<file path="src/rtl/kd_tree_pkg.sv">
// Shared constants and node-word layout for the k-d tree traversal pipeline.
package kd_tree_pkg;

    localparam int unsigned DIM_WIDTH  = 11;
    localparam int unsigned NUM_DIMS   = 5;
    localparam int unsigned TREE_DEPTH = 6;
    localparam int unsigned NUM_NODES  = 63;

    // Node word: {median[21:11], dim[10:0]}
    localparam int unsigned DIM_LSB    = 0;
    localparam int unsigned MEDIAN_LSB = DIM_WIDTH;

    localparam int unsigned PTR_WIDTH  = 6;
    localparam int unsigned SEL_WIDTH  = 3;

    // Out-of-range dimension selects fall back to component 0.
    function automatic logic [SEL_WIDTH-1:0] dim_to_sel(input logic [DIM_WIDTH-1:0] dim);
        return (dim < DIM_WIDTH'(NUM_DIMS)) ? SEL_WIDTH'(dim) : '0;
    endfunction

endpackage

</file>
<file path="src/rtl/tree_level_stage.sv">
// One tree level: look up the current node, compare the selected patch component
// against its median and register the extended path with the forwarded patch.
module tree_level_stage
    import kd_tree_pkg::*;
#(
    parameter int unsigned LEVEL          = 0,
    parameter int unsigned INTERNAL_WIDTH = 22,
    parameter int unsigned PATCH_WIDTH    = 55
) (
    input  logic                                  clk,
    input  logic                                  rst_n,
    input  logic                                  valid_i,
    input  logic [PATCH_WIDTH-1:0]                patch_i,
    input  logic [TREE_DEPTH-1:0]                 path_i,
    input  logic [(1<<LEVEL)*INTERNAL_WIDTH-1:0]  level_nodes_i,
    output logic                                  valid_o,
    output logic [PATCH_WIDTH-1:0]                patch_o,
    output logic [TREE_DEPTH-1:0]                 path_o
);

    localparam int unsigned NodeCount = 1 << LEVEL;

    logic [INTERNAL_WIDTH-1:0]   node_word;
    logic [DIM_WIDTH-1:0]        dim;
    logic [SEL_WIDTH-1:0]        sel;
    logic signed [DIM_WIDTH-1:0] median;
    logic signed [DIM_WIDTH-1:0] component;
    logic                        go_right;
    logic [TREE_DEPTH-1:0]       path_d;

    logic                        valid_q;
    logic [PATCH_WIDTH-1:0]      patch_q;
    logic [TREE_DEPTH-1:0]       path_q;

    // Node lookup within this level, component select and signed compare.
    always_comb begin
        node_word = '0;
        for (int i = 0; i < NodeCount; i++) begin
            if (path_i == TREE_DEPTH'(i)) begin
                node_word = level_nodes_i[i*INTERNAL_WIDTH +: INTERNAL_WIDTH];
            end
        end
        dim    = node_word[DIM_LSB +: DIM_WIDTH];
        median = node_word[MEDIAN_LSB +: DIM_WIDTH];
        sel    = dim_to_sel(dim);
        component = '0;
        for (int k = 0; k < NUM_DIMS; k++) begin
            if (sel == SEL_WIDTH'(k)) begin
                component = patch_i[PATCH_WIDTH-1-k*DIM_WIDTH -: DIM_WIDTH];
            end
        end
        // Ties go left.
        go_right = component > median;
        path_d   = {path_i[TREE_DEPTH-2:0], go_right};
    end

    // Pipeline register; payload only moves with a valid patch.
    always_ff @(posedge clk or negedge rst_n) begin
        if (!rst_n) begin
            valid_q <= 1'b0;
            patch_q <= '0;
            path_q  <= '0;
        end else begin
            valid_q <= valid_i;
            if (valid_i) begin
                patch_q <= patch_i;
                path_q  <= path_d;
            end
        end
    end

    assign valid_o = valid_q;
    assign patch_o = patch_q;
    assign path_o  = path_q;

endmodule

</file>
<file path="src/rtl/internal_node_tree.sv">
// Depth-6 k-d tree of 63 internal nodes loaded breadth-first, traversed by a
// six-stage pipeline accepting one patch per cycle.
module internal_node_tree
    import kd_tree_pkg::*;
#(
    parameter int unsigned INTERNAL_WIDTH = 22,
    parameter int unsigned PATCH_WIDTH    = 55,
    parameter int unsigned ADDRESS_WIDTH  = 8
) (
    input  logic                      clk,
    input  logic                      rst_n,
    input  logic                      fsm_enable,
    input  logic                      sender_enable,
    input  logic [INTERNAL_WIDTH-1:0] sender_data,
    input  logic                      patch_en,
    input  logic [PATCH_WIDTH-1:0]    patch_in,
    output logic [ADDRESS_WIDTH-1:0]  leaf_index,
    output logic                      receiver_en
);

    logic [INTERNAL_WIDTH-1:0] nodes_q [NUM_NODES];
    logic [PTR_WIDTH-1:0]      wr_ptr_q, wr_ptr_d;
    logic                      wr_en;

    logic                      stage_valid [TREE_DEPTH+1];
    logic [PATCH_WIDTH-1:0]    stage_patch [TREE_DEPTH+1];
    logic [TREE_DEPTH-1:0]     stage_path  [TREE_DEPTH+1];

    logic [ADDRESS_WIDTH-1:0]  leaf_q, leaf_d;
    logic                      rx_q;

    // Writes stop for good once the pointer reaches NUM_NODES.
    always_comb begin
        wr_en    = fsm_enable && sender_enable && (wr_ptr_q != PTR_WIDTH'(NUM_NODES));
        wr_ptr_d = wr_ptr_q;
        if (wr_en) begin
            wr_ptr_d = wr_ptr_q + PTR_WIDTH'(1);
        end
    end

    // Node storage and write pointer.
    always_ff @(posedge clk or negedge rst_n) begin
        if (!rst_n) begin
            for (int i = 0; i < NUM_NODES; i++) begin
                nodes_q[i] <= '0;
            end
            wr_ptr_q <= '0;
        end else begin
            if (wr_en) begin
                nodes_q[wr_ptr_q] <= sender_data;
            end
            wr_ptr_q <= wr_ptr_d;
        end
    end

    assign stage_valid[0] = patch_en;
    assign stage_patch[0] = patch_in;
    assign stage_path[0]  = '0;

    for (genvar l = 0; l < TREE_DEPTH; l++) begin : g_level
        localparam int unsigned First = (1 << l) - 1;
        localparam int unsigned Count = 1 << l;

        logic [Count*INTERNAL_WIDTH-1:0] level_nodes;

        for (genvar i = 0; i < Count; i++) begin : g_node
            assign level_nodes[i*INTERNAL_WIDTH +: INTERNAL_WIDTH] = nodes_q[First+i];
        end

        tree_level_stage #(
            .LEVEL          (l),
            .INTERNAL_WIDTH (INTERNAL_WIDTH),
            .PATCH_WIDTH    (PATCH_WIDTH)
        ) u_stage (
            .clk           (clk),
            .rst_n         (rst_n),
            .valid_i       (stage_valid[l]),
            .patch_i       (stage_patch[l]),
            .path_i        (stage_path[l]),
            .level_nodes_i (level_nodes),
            .valid_o       (stage_valid[l+1]),
            .patch_o       (stage_patch[l+1]),
            .path_o        (stage_path[l+1])
        );
    end

    assign leaf_d = ADDRESS_WIDTH'(stage_path[TREE_DEPTH]);

    // Output register: strobe for one cycle, index held between results.
    always_ff @(posedge clk or negedge rst_n) begin
        if (!rst_n) begin
            leaf_q <= '0;
            rx_q   <= 1'b0;
        end else begin
            rx_q <= stage_valid[TREE_DEPTH];
            if (stage_valid[TREE_DEPTH]) begin
                leaf_q <= leaf_d;
            end
        end
    end

    assign leaf_index  = leaf_q;
    assign receiver_en = rx_q;

endmodule

</file>
<file path="config.mk">
export PLATFORM = sky130hd
export DESIGN_NAME = internal_node_tree
export DESIGN_NICKNAME = d
export VERILOG_FILES = /design/src/rtl/kd_tree_pkg.sv /design/src/rtl/tree_level_stage.sv /design/src/rtl/internal_node_tree.sv
export SDC_FILE = /design/constraint.sdc
export NUM_CORES = 2
export LEC_CHECK = 0
export CELL_PAD_IN_SITES_DETAIL_PLACEMENT = 1
export CELL_PAD_IN_SITES_GLOBAL_PLACEMENT = 2
export CORE_ASPECT_RATIO = 1.25
export CORE_MARGIN = 2
export CORE_UTILIZATION = 45
export DETAILED_ROUTE_END_ITERATION = 7
export GPL_ROUTABILITY_DRIVEN = 0
export GPL_TIMING_DRIVEN = 0
export PLACE_DENSITY_LB_ADDON = 0.1
export SYNTH_ARGS = -nofsm -noshare
export SYNTH_HDL_FRONTEND = slang
export SYNTH_SLANG_ARGS = --single-unit
</file>
<file path="constraint.sdc">
create_clock -name clk -period 5.7 [get_ports clk]
set_input_delay 1.14 -clock clk [delete_from_list [all_inputs] [get_ports clk]]
set_output_delay 1.14 -clock clk [all_outputs]
set_load 0.03 [all_outputs]
</file>
==> impl_metrics.py <==
metrics = {
    "status": {
        "outcome": "finished, violations left",
        "violations": "capacitance limit, slew limit, setup timing",
    },
    "timing": {
        "finClkSkew_ns": 0.0265,
        "rsz0062_at_grt": "yes",
        "finalHoldViolations": 0,
        "worst_pin_slew_ns": 1.53,
        "fin_tns_setup_ns": -0.0159,
        "maxSlewHeadroom_pct": -2.02,
        "maxSlewViolCount": 9,
        "fin_ws_ns": -0.0159,
        "finalCriticalPeriod_ns": 5.72,
        "setup-violations-final": 1,
        "period_share_pct": 100,
        "fmax_mhz": 175,
    },
    "drt": {
        "vias": 55500,
        "dr.pass1.iters": 8,
        "drt_iter0_markers": 4078,
        "wl_per_cell_um": 34.2,
        "postRouteWirelength_um": 306000,
        "postRouteAntennaNets": 0,
        "vias_per_cell": 6.19,
        "drc": 0,
    },
    "synthesis": {
        "ys_types": 101,
        "synth_area_leaders": "dfrtp_1 (54%), mux2_2 (24%), mux4_2 (2.4%)",
        "synth_top_family_by_area": "multiplexers",
        "synth-seq-cells": 1701,
        "synth_common_cells": "dfrtp_1 (1701), mux2_2 (1672), clkbuf_1 (379)",
        "synth_edf_count": 0,
        "yosys_warnings": 0,
        "post-synth-top-area-cell": "dfrtp_1",
        "syn-cell-area_um2": 79100,
        "synth_adder_area_share_pct": 1.06,
        "synth_top_area_share_pct": 53.8,
        "synth-xor-area-share_pct": 0.0553,
        "synthCells": 6175,
        "yosysSeqAreaShare_pct": 53.8,
        "synth_compound_area_share_pct": 8.71,
        "synth.most_common_cell": "dfrtp_1",
        "synth_flop_cell": "dfrtp_1",
        "yosys-mux-area-fraction_pct": 27.8,
        "yosys.area_share.simple_pct": 5.39,
        "avgSynthCellArea_um2": 12.8,
        "synthArstFlopShare_pct": 100,
    },
    "power_and_ir_drop": {
        "power.leakage_uw": 0.0414,
        "power_density_nw_per_um2": 492,
        "ir_drop_uv": 303,
    },
    "die": {
        "core_area_um2": 175000,
        "initial_core_util_pct": 45.2,
        "dieArea_um2": 179000,
        "rows": 172,
        "io_pins": 91,
        "fp.dieW_um": 379,
        "die_y_um": 473,
    },
    "cells_and_area": {
        "finalInstanceArea_um2": 90800,
        "final_nets": 6613,
        "stdcell_count": 8970,
        "fin_util_pct": 51.8,
        "area_delta_synth_final_pct": 14.8,
        "drive_gt1_share_pct": 36.8,
    },
    "critical_path": {
        "reg2reg_depth": 24,
        "cp_data_arrival_time_ns": 6.40,
        "crit_path_end_kind": "flop",
        "cp_max_fo": 10,
        "critPathRequiredTime_ns": 6.39,
        "r2r_end": "g_level[5].u_stage.path_o[0]",
        "r2r-start": "g_level[4].u_stage.path_o[0]",
        "rrSetupSlack_ns": -0.02,
        "start_kind": "flop",
        "criticalPathCategory": "reg -> reg",
    },
    "global_route": {
        "grt_overflow": 0,
        "grt_pass1_vias": 59600,
        "grt_pass1_wl_um": 440000,
        "antenna_found_initial": 16,
        "grt_usage_pct": 34.3,
        "grt_max_degree": 181,
    },
    "placed_design": {
        "place_ws_ns": -2.15,
        "place_inst": 8606,
        "placed_area_um2": 83100,
        "dp_hpwl_um": 222000,
        "port_buffers": 66,
    },
    "cts": {
        "cts_buffers": 177,
        "htreeDepth": 4,
        "clock_sinks": 1701,
        "root_buffer": "clkbuf_16",
        "clock_path_buffers": 3,
        "path_clk_slew_ns": 0.06,
        "cts_tree": "done",
        "clk_latency_ns": 0.84,
    },
    "worst_hold_path": {
        "hold_class": "in -> async",
    },
    "flow_run": {
        "cap_violations": 1,
    },
}
layout make-up:
class / instances / area [um2]
fill: 17600 / 84400
sequential: 1701 / 42600
multi-input combinational: 3866 / 34900
clock buffer: 262 / 5220
tap: 2349 / 2940
buffer: 525 / 2770
timing repair buffer: 121 / 1370
clock inverter: 63 / 766
inverter: 72 / 282
antenna: 11 / 27.5
stage by stage:
step / hold slack (ns) / power, uW
finish: 0.211 / 44700
CTS: 0.164 / 44300
floorplan: 0.352 / 24500
global route: 0.199 / 46400
detailed placement: 0.364 / 31300
global placement: 0.357 / 31000
kinds of logic after synthesis:
group,Yosys count
flops,1701
other cells,1
compound gates,1011
xor+xnor,5
simple gates,900
fa+ha+maj,67
buf+inv,609
mux,1881
critical path: stages (launching register included):
cell and delay (ns):
dfrtp_2 0.52, buf_12 0.18, buf_8 0.21, buf_12 0.20, buf_8 0.20, buf_12 0.18
buf_12 0.22, mux4_2 0.53, nand2_1 0.20, nand4_1 0.40, o21ai_2 0.24, nand2_1 0.10
a22oi_2 0.30, o21ai_2 0.16, o31ai_2 0.24, a21boi_2 0.26, ha_1 0.27, o21a_1 0.12
o21a_1 0.16, o21a_1 0.16, o21ai_1 0.12, a21oi_1 0.08, a211o_1 0.24, a21oi_2 0.14
o22ai_2 0.09
per-layer routing:
layer	global-route usage [%]	wire [um]
met5	0	24
met4	22.5	22900
met3	5.32	15000
met2	55.7	147000
met1	42.5	122000
state kept, by name (all words and copies together), names as in the netlist:
register	cells
g_level.level_nodes	1386
receiver_en	1
g_level.u_stage.path_o	21
leaf_index	6
g_level.u_stage.patch_o	275
wr_ptr_q	6
g_level.u_stage.valid_o	6
layout by cell type, fill, tap and decap left out, types with 34 or more instances in the layout:
cell	Yosys	final
dfrtp_1	1701	1695
mux2_2	1672	1672
clkbuf_1	379	368
nor2_1	285	266
nand2_1	281	265
o21ai_0	220	205
a21oi_1	212	203
clkbuf_16	0	182
mux2i_1	125	125
mux4_2	84	84
o22ai_1	83	79
inv_1	70	68
buf_4	19	67
ha_1	67	67
a22oi_1	69	65
clkdlybuf4s50_1	0	65
nand3_1	63	57
nor3_1	44	42
clkbuf_8	0	39
buf_2	63	38
a222oi_1	36	36
buf_1	61	34
how the worst max path moves through the flow:
stage,start,end,slack (ns),depth (start not counted)
CTS,g_level[4].u_stage.path_o[0],g_level[5].u_stage.path_o[0],-0.08,25
global route,g_level[4].u_stage.path_o[0],g_level[5].u_stage.path_o[0],-0.17,26
detailed placement,g_level[4].u_stage.path_o[1],g_level[5].u_stage.path_o[0],-2.15,22
finish,g_level[4].u_stage.path_o[0],g_level[5].u_stage.path_o[0],-0.02,24
floorplan,g_level[4].u_stage.path_o[2],g_level[5].u_stage.path_o[0],1.01,24
global placement,rst_n,g_level[0].u_stage.patch_o[26],-75.59,1
report_power, final:
part	total, uW	internal [uW]	leakage [uW]	switching [uW]
clock network	12100	6990	0.00296	5120
logic	16900	6520	0.0158	10400
registers	15700	14300	0.0226	1420
total	44700	27800	0.0414	16900
timing repair:
action                     CTS  global route
hold buffers                 0             0
resized for setup          282           129
gates cloned                 0             1
pin swaps                   22            34
setup endpoints to repair    4             3
buffers inserted            18            21
Note: power is estimated with default switching activity, not from simulation.
